<file path="config.mk">
export PLATFORM = sky130hd
export DESIGN_NAME = ifetch_queue_flat
export DESIGN_NICKNAME = d
export VERILOG_FILES = /design/src/rtl/ifetch_queue_pkg.sv /design/src/rtl/ifetch_queue_if.sv /design/src/rtl/ifetch_queue_fifo.sv /design/src/rtl/ifetch_queue.sv /design/src/flat_wrapper.sv
export SDC_FILE = /design/constraint.sdc
export NUM_CORES = 1
export LEC_CHECK = 0
export CELL_PAD_IN_SITES_DETAIL_PLACEMENT = 1
export CELL_PAD_IN_SITES_GLOBAL_PLACEMENT = 1
export CORE_ASPECT_RATIO = 0.9
export CORE_MARGIN = 10
export CORE_UTILIZATION = 48
export DETAILED_ROUTE_END_ITERATION = 12
export GPL_TIMING_DRIVEN = 0
export HOLD_SLACK_MARGIN = 0.06
export MAX_ROUTING_LAYER = met4
export PLACE_DENSITY = 0.89
export SLEW_MARGIN = 10
export SYNTH_ARGS = -nofsm -noshare
export SYNTH_HDL_FRONTEND = slang
export SYNTH_SLANG_ARGS = --single-unit
</file>
<file path="constraint.sdc">
create_clock -name clk -period 6.6 [get_ports clk]
set_input_delay 1.32 -clock clk [delete_from_list [all_inputs] [get_ports clk]]
set_output_delay 1.32 -clock clk [all_outputs]
set_load 0.01 [all_outputs]
</file>
<file path="src/rtl/ifetch_queue_pkg.sv">
// ifetch_pkg: shared types and constants for the instruction fetch front end.
//   ifetch_entry_t   : one prefetch queue entry {pc, word}
//   PC_STEP          : byte distance between consecutive instruction words
//   DEFAULT_RESET_PC : default first fetch address after reset
//   word_align()     : clears the byte-offset bits of an address
package ifetch_pkg;

    localparam int unsigned PC_STEP = 4;
    localparam logic [31:0] DEFAULT_RESET_PC = 32'h0000_0000;

    typedef struct packed {
        logic [31:0] pc;
        logic [31:0] word;
    } ifetch_entry_t;

    function automatic logic [31:0] word_align(input logic [31:0] addr);
        return {addr[31:2], 2'b00};
    endfunction

endpackage

</file>
<file path="src/rtl/ifetch_queue_if.sv">
// ifetch_queue_if: signal bundle between the fetch front end and its neighbours.
//   imem_req/imem_addr        : request to instruction memory (always accepted)
//   imem_rvalid/imem_rdata    : in-order response from instruction memory
//   redirect_valid/redirect_pc: one-cycle restart pulse from branch resolution
//   instr_valid/instr/instr_pc: queue head presented to decode
//   instr_ready               : decode accepts the head this cycle
// Modports: master = fetch front end, slave = memory/core side.
interface ifetch_queue_if;

    logic        imem_req;
    logic [31:0] imem_addr;
    logic        imem_rvalid;
    logic [31:0] imem_rdata;
    logic        redirect_valid;
    logic [31:0] redirect_pc;
    logic        instr_valid;
    logic [31:0] instr;
    logic [31:0] instr_pc;
    logic        instr_ready;

    modport master (
        output imem_req, imem_addr, instr_valid, instr, instr_pc,
        input  imem_rvalid, imem_rdata, redirect_valid, redirect_pc, instr_ready
    );

    modport slave (
        input  imem_req, imem_addr, instr_valid, instr, instr_pc,
        output imem_rvalid, imem_rdata, redirect_valid, redirect_pc, instr_ready
    );

endinterface

</file>
<file path="src/rtl/ifetch_queue_fifo.sv">
// ifetch_fifo: synchronous FIFO of ifetch_entry_t used as the prefetch queue.
//   clk, rst        : clock, asynchronous active-high reset
//   clear           : synchronous flush, overrides push and pop
//   push, push_data : write an entry (accepted when not full, or full with pop)
//   pop             : drop the head entry (ignored when empty)
//   head            : current head entry (undefined content when empty)
//   count           : number of stored entries, 0..DEPTH
//   empty, full     : status flags derived from count
module ifetch_fifo
    import ifetch_pkg::*;
#(
    parameter int unsigned DEPTH = 4,
    localparam int unsigned AW = $clog2(DEPTH),
    localparam int unsigned CW = $clog2(DEPTH + 1)
) (
    input  logic          clk,
    input  logic          rst,
    input  logic          clear,
    input  logic          push,
    input  ifetch_entry_t push_data,
    input  logic          pop,
    output ifetch_entry_t head,
    output logic [CW-1:0] count,
    output logic          empty,
    output logic          full
);

    ifetch_entry_t mem [DEPTH];
    logic [AW-1:0] wr_ptr;
    logic [AW-1:0] rd_ptr;
    logic          do_push;
    logic          do_pop;

    assign empty = (count == '0);
    assign full  = (count == CW'(DEPTH));

    // A full queue can still take a push when the head leaves in the same cycle.
    assign do_pop  = pop && !empty;
    assign do_push = push && (!full || do_pop);

    assign head = mem[rd_ptr];

    always_ff @(posedge clk or posedge rst) begin
        if (rst) begin
            wr_ptr <= '0;
            rd_ptr <= '0;
            count  <= '0;
        end else if (clear) begin
            wr_ptr <= '0;
            rd_ptr <= '0;
            count  <= '0;
        end else begin
            if (do_push) wr_ptr <= wr_ptr + AW'(1);
            if (do_pop)  rd_ptr <= rd_ptr + AW'(1);
            count <= count + CW'(do_push) - CW'(do_pop);
        end
    end

    // Storage needs no reset: count gates every read.
    always_ff @(posedge clk) begin
        if (!clear && do_push) mem[wr_ptr] <= push_data;
    end

endmodule

</file>
<file path="src/rtl/ifetch_queue.sv">
// ifetch_queue: instruction fetch front end for the single-cycle RV32 core.
// Owns the fetch PC, issues in-order word requests under a credit limit of
// DEPTH (outstanding requests plus queued entries), buffers returned words
// with their PCs, and drops stale responses after a redirect.
//   clk, rst : clock, asynchronous active-high reset
//   bus      : ifetch_queue_if.master (memory request/response, redirect,
//              decode handshake)
module ifetch_queue
    import ifetch_pkg::*;
#(
    parameter logic [31:0] RESET_PC = DEFAULT_RESET_PC,
    parameter int unsigned DEPTH    = 4
) (
    input  logic          clk,
    input  logic          rst,
    ifetch_queue_if.master bus
);

    localparam int unsigned CW = $clog2(DEPTH + 1);

    logic [31:0]   fetch_pc;
    logic [31:0]   resp_pc;
    logic [CW-1:0] outstanding;
    logic [CW-1:0] drop_cnt;
    logic [CW-1:0] count;
    logic          credit_ok;
    logic          req;
    logic          keep;
    logic          pop;
    logic          fifo_empty;
    logic          fifo_full;
    ifetch_entry_t head;
    ifetch_entry_t push_entry;

    // Credit uses registered state only, so imem_req has no path from
    // imem_rvalid or instr_ready.
    assign credit_ok = ({1'b0, outstanding} + {1'b0, count}) < (CW + 1)'(DEPTH);
    assign req       = !rst && !bus.redirect_valid && credit_ok;

    assign keep       = bus.imem_rvalid && (drop_cnt == '0) && !bus.redirect_valid;
    assign push_entry = '{pc: resp_pc, word: bus.imem_rdata};
    assign pop        = bus.instr_valid && bus.instr_ready;

    assign bus.imem_req    = req;
    assign bus.imem_addr   = fetch_pc;
    assign bus.instr_valid = !fifo_empty;
    assign bus.instr       = fifo_empty ? '0 : head.word;
    assign bus.instr_pc    = fifo_empty ? '0 : head.pc;

    always_ff @(posedge clk or posedge rst) begin
        if (rst) begin
            fetch_pc    <= RESET_PC;
            resp_pc     <= RESET_PC;
            outstanding <= '0;
            drop_cnt    <= '0;
        end else if (bus.redirect_valid) begin
            fetch_pc    <= word_align(bus.redirect_pc);
            resp_pc     <= word_align(bus.redirect_pc);
            outstanding <= outstanding - CW'(bus.imem_rvalid);
            // Responses already marked for dropping are a subset of the
            // outstanding ones, so every request still in flight (less the
            // one returning now) becomes stale; adding drop_cnt again would
            // double-count them on back-to-back redirects.
            drop_cnt    <= outstanding - CW'(bus.imem_rvalid);
        end else begin
            if (req) fetch_pc <= fetch_pc + PC_STEP;
            outstanding <= outstanding + CW'(req) - CW'(bus.imem_rvalid);
            if (bus.imem_rvalid) begin
                if (drop_cnt != '0) drop_cnt <= drop_cnt - CW'(1);
                else                resp_pc  <= resp_pc + PC_STEP;
            end
        end
    end

    ifetch_fifo #(
        .DEPTH (DEPTH)
    ) u_fifo (
        .clk       (clk),
        .rst       (rst),
        .clear     (bus.redirect_valid),
        .push      (keep),
        .push_data (push_entry),
        .pop       (pop),
        .head      (head),
        .count     (count),
        .empty     (fifo_empty),
        .full      (fifo_full)
    );

endmodule

</file>
<file path="src/flat_wrapper.sv">
// flat-port wrapper written by rule: the top's interface ports become plain ports
module ifetch_queue_flat import ifetch_pkg::*;
#(
    parameter logic [31:0] RESET_PC = DEFAULT_RESET_PC,
    parameter int unsigned DEPTH    = 4
)
  (clk, rst, bus_imem_req, bus_imem_addr, bus_instr_valid, bus_instr, bus_instr_pc, bus_imem_rvalid, bus_imem_rdata, bus_redirect_valid, bus_redirect_pc, bus_instr_ready);
  ifetch_queue_if bus_i ();
  input  logic clk;
  input  logic rst;
  output wire logic [$bits(bus_i.imem_req)-1:0] bus_imem_req;
  output wire logic [$bits(bus_i.imem_addr)-1:0] bus_imem_addr;
  output wire logic [$bits(bus_i.instr_valid)-1:0] bus_instr_valid;
  output wire logic [$bits(bus_i.instr)-1:0] bus_instr;
  output wire logic [$bits(bus_i.instr_pc)-1:0] bus_instr_pc;
  input wire logic [$bits(bus_i.imem_rvalid)-1:0] bus_imem_rvalid;
  input wire logic [$bits(bus_i.imem_rdata)-1:0] bus_imem_rdata;
  input wire logic [$bits(bus_i.redirect_valid)-1:0] bus_redirect_valid;
  input wire logic [$bits(bus_i.redirect_pc)-1:0] bus_redirect_pc;
  input wire logic [$bits(bus_i.instr_ready)-1:0] bus_instr_ready;
  assign bus_imem_req = bus_i.imem_req;
  assign bus_imem_addr = bus_i.imem_addr;
  assign bus_instr_valid = bus_i.instr_valid;
  assign bus_instr = bus_i.instr;
  assign bus_instr_pc = bus_i.instr_pc;
  assign bus_i.imem_rvalid = bus_imem_rvalid;
  assign bus_i.imem_rdata = bus_imem_rdata;
  assign bus_i.redirect_valid = bus_redirect_valid;
  assign bus_i.redirect_pc = bus_redirect_pc;
  assign bus_i.instr_ready = bus_instr_ready;
  ifetch_queue #(.RESET_PC(RESET_PC), .DEPTH(DEPTH)) u_core (.clk(clk), .rst(rst), .bus(bus_i));
endmodule
</file>
==> results.sh <==
export IMPL_status="complete, no violations"
export IMPL_insertedDiodeCount=0
export IMPL_syn_avg_cell_area_sq_um=16.59
export IMPL_placed_area_sq_mm=0.01590
export IMPL_grt_pass1_wl_microns=53510
export IMPL_post_place_ws_ns=1.818
export IMPL_grt_util_all_layers_pct=19.81
export IMPL_synth_cell_types=51
export IMPL_worst_path_max_delay_cell="clkdlybuf4s50_1"
export IMPL_wl_met3_microns=2011
export IMPL_cts_tree="done"
export IMPL_comb_power_share_pct=29.5
export IMPL_async_flop_share_pct=22.74
export IMPL_synth_most_common_cell="edfxtp_1"
export IMPL_crit_type="in -> out"
export IMPL_ant_nets=0
export IMPL_cts_htree_levels=2
export IMPL_synth_ff_type="edfxtp_1"
export IMPL_p_sw_share_pct=28.09
export IMPL_timing_hold_ws_ns=0.5200
export IMPL_slowest_delay_ns=0.54
export IMPL_fin_util_pct=60.76
export IMPL_die_h_microns=180.2
export IMPL_routed_wl_met2_microns=16560
export IMPL_final_nets=1117
export IMPL_tns_ns=0
export IMPL_required_ns=5.28
export IMPL_drtIter0Drc=466
export IMPL_final_cell_area_sq_mm=0.01702
export IMPL_worstPathArrival_ns=3.49
export IMPL_power_density_mw_per_mm2=360.9
export IMPL_coreArea_sq_mm=0.02801
export IMPL_period_share_pct=72.95
export IMPL_area_growth_synth_to_final_pct=24.37
export IMPL_wirelength_microns=34210
export IMPL_gp_congestion=0.8651
export IMPL_max_freq_mhz=207.7
export IMPL_seq_power_share_pct=39.4
export IMPL_ys_seq_area_share_pct=67.76
export IMPL_wire_per_inst_microns=24.21
export IMPL_p_switching_mw=1.726
export IMPL_maxSlewViolCount=0
export IMPL_route_detailed_drc=0
export IMPL_synth_simple_area_share_pct=9.627
export IMPL_synth_area_sq_mm=0.01369
export IMPL_hold_class="reg -> reg"
export IMPL_crit_path_end_kind="output pin"
export IMPL_clk_pin_slew_ns=0.05
export IMPL_cts_root_buf="clkbuf_16"
export IMPL_cts_buffer_depth=3
export IMPL_cts_buffers_inserted=35
export IMPL_synthMuxAreaShare_pct=13.24
export IMPL_synth_compound_area_share_pct=1.902
export IMPL_p_int_mw=4.418
export IMPL_routed_via_density=5.665
export IMPL_synth_xor_area_share_pct=3.840
export IMPL_ctsResizeCount=0
export IMPL_dp_hpwl_microns=23750
export IMPL_cap_viol_max_count=0
export IMPL_worstMarginPinSlew_ns=0.9022
export IMPL_cp_common_cell="clkdlybuf4s50_1"
export IMPL_path_max_fanout=10
export IMPL_antenna_found_initial=0
export IMPL_total_power_mw=6.144
export IMPL_dr_total_vias=8005
export IMPL_yosysTopAreaCell="edfxtp_1"
export IMPL_synth_edf_count=248
export IMPL_p_leak_nw=5.794
export IMPL_die_area_sq_mm=0.03567
export IMPL_overflow=0
export IMPL_synth_top_family_by_area="multiplexers"
export IMPL_dpl_cell_count=1353
export IMPL_die_w_microns=198.0
export IMPL_top_layer_used="met4"
export IMPL_drive_above_1_share_pct=17.00
export IMPL_synth_area_leaders="edfxtp_1 54%, dfrtp_1 13%, mux4_2 10%"
export IMPL_synth_warnings=0
export IMPL_pin_count=167
export IMPL_grt_start_max_net_pins=55
export IMPL_finClkSkew_ns=0.02312
export IMPL_rrSetupSlack_ns=3.33
export IMPL_ys_seq_elements=321
export IMPL_pwr_share_clk_pct=31.1
export IMPL_cp_start_kind="primary input"
export IMPL_cts_setup_buffers=0
export IMPL_setup_slack_ns=1.785
export IMPL_cts_hold_buffers=0
export IMPL_io_buffer_count=160
export IMPL_relSlewSlack_pct=39.86
export IMPL_first_pass_iters=7
export IMPL_synth_adder_area_share_pct=1.755
export IMPL_clock_latency_ns=0.51
export IMPL_cts_sinks=321
export IMPL_layout_min_cycle_time_ns=4.815
export IMPL_crit_chain="clkdlybuf4s50_1, nor4_2, and2_1, buf_2, nand2_1, inv_1, clkdlybuf4s50_1"
export IMPL_synth_top_area_share_pct=54.42
export IMPL_vdd_ir_drop_max_v=0.0001724
export IMPL_std_cell_rows=58
export IMPL_grt_pass1_vias=8981
export IMPL_synth_cells=825
export IMPL_m1WireLength_microns=15140
export IMPL_rsz0062_at_grt="no"
export IMPL_hold_viol_final=0
export IMPL_synth_top_cells_by_count="248 x edfxtp_1, 73 x dfrtp_1, 71 x and2_1"
export IMPL_setup_viol=0
export IMPL_floorplan_initialDensity_pct=48.86
export IMPL_fin_cells=1413
critical path, delay by kind of cell:
family | cells | cell delay [ns]
buffers and inverters | 4 | 1.35
AND/OR/NAND/NOR | 3 | 0.82
metal layers:
layer / global-route usage, % / up-vias
met3: 3.734 / 40
met2: 32.16 / 272
met5: - / -
li1: - / 3551
met1: 25.59 / 4142
met4: 3.964 / 0
path summary, 6_finish.rpt:
kind / endpoint / from / cells past startpoint
setup / recovery: bus_imem_req / rst / 7
hold / removal: u_core.outstanding[2] / u_core.outstanding[2] / 1
setup reg to reg: u_core.outstanding[2] / u_core.u_fifo.count[1] / 12
hold reg to reg: u_core.outstanding[2] / u_core.outstanding[2] / 1
max in group asynchronous: u_core.resp_pc[26] / rst / 3
min in group asynchronous: u_core.resp_pc[13] / rst / 2
placed cells by master, fill, tap and decap left out, drive strengths merged, types with 2 or more instances in the layout:
cell / n
o31a: 3
mux4: 62
nor3: 15
or3: 2
nor4: 12
inv: 21
o211ai: 2
a31oi: 3
nor2: 22
clkdlybuf4s50: 160
edfxtp: 248
a21oi: 11
fa: 2
xor2: 23
conb: 4
nand3: 22
clkbuf: 66
o21a: 2
o21ai: 5
and3: 7
and2: 71
buf: 22
clkinv: 12
a21boi: 11
nand2: 31
nand2b: 7
ha: 16
bufinv: 3
dfrtp: 73
and4: 5
xnor2: 37
mux2: 36
nand4: 24
or2: 3
power groups by stage:
stage          combinational [mW]  clock (mW)  sequential [mW]
2_1_floorplan               0.970           0             2.43
3_3_place_gp                 1.78           0             2.45
3_5_place_dp                 1.85           0             2.46
4_1_cts                      1.86        1.95             2.42
5_1_grt                      1.98        2.04             2.44
6_report                     1.81        1.91             2.42
state kept, by name, indices dropped and copies added, names as in the netlist:
signal / flops
u_core.drop_cnt: 3
u_core.resp_pc: 30
u_core.outstanding: 3
u_core.u_fifo.count: 3
u_core.u_fifo.rd_ptr: 2
u_core.bus.imem_addr: 30
u_core.u_fifo.wr_ptr: 2
u_core.u_fifo.mem: 248
final cells by class:
class	count	area, sq um
clock inverters	15	146.4
repair buffers	165	1739
fillers	2560	10990
plain buffers	38	173.9
well taps	360	450.4
inverters	21	81.33
clock buffers	45	975.9
flip-flops and latches	321	9274
multi-input cells	448	4180
cells by family after synthesis:
kind of cell,count (synthesis)
compound gates,40
xor+xnor,60
fa+ha+maj,18
buf+inv,59
flops,321
mux,99
other cells,1
simple gates,227
Note: power is estimated with default switching activity, not from simulation.
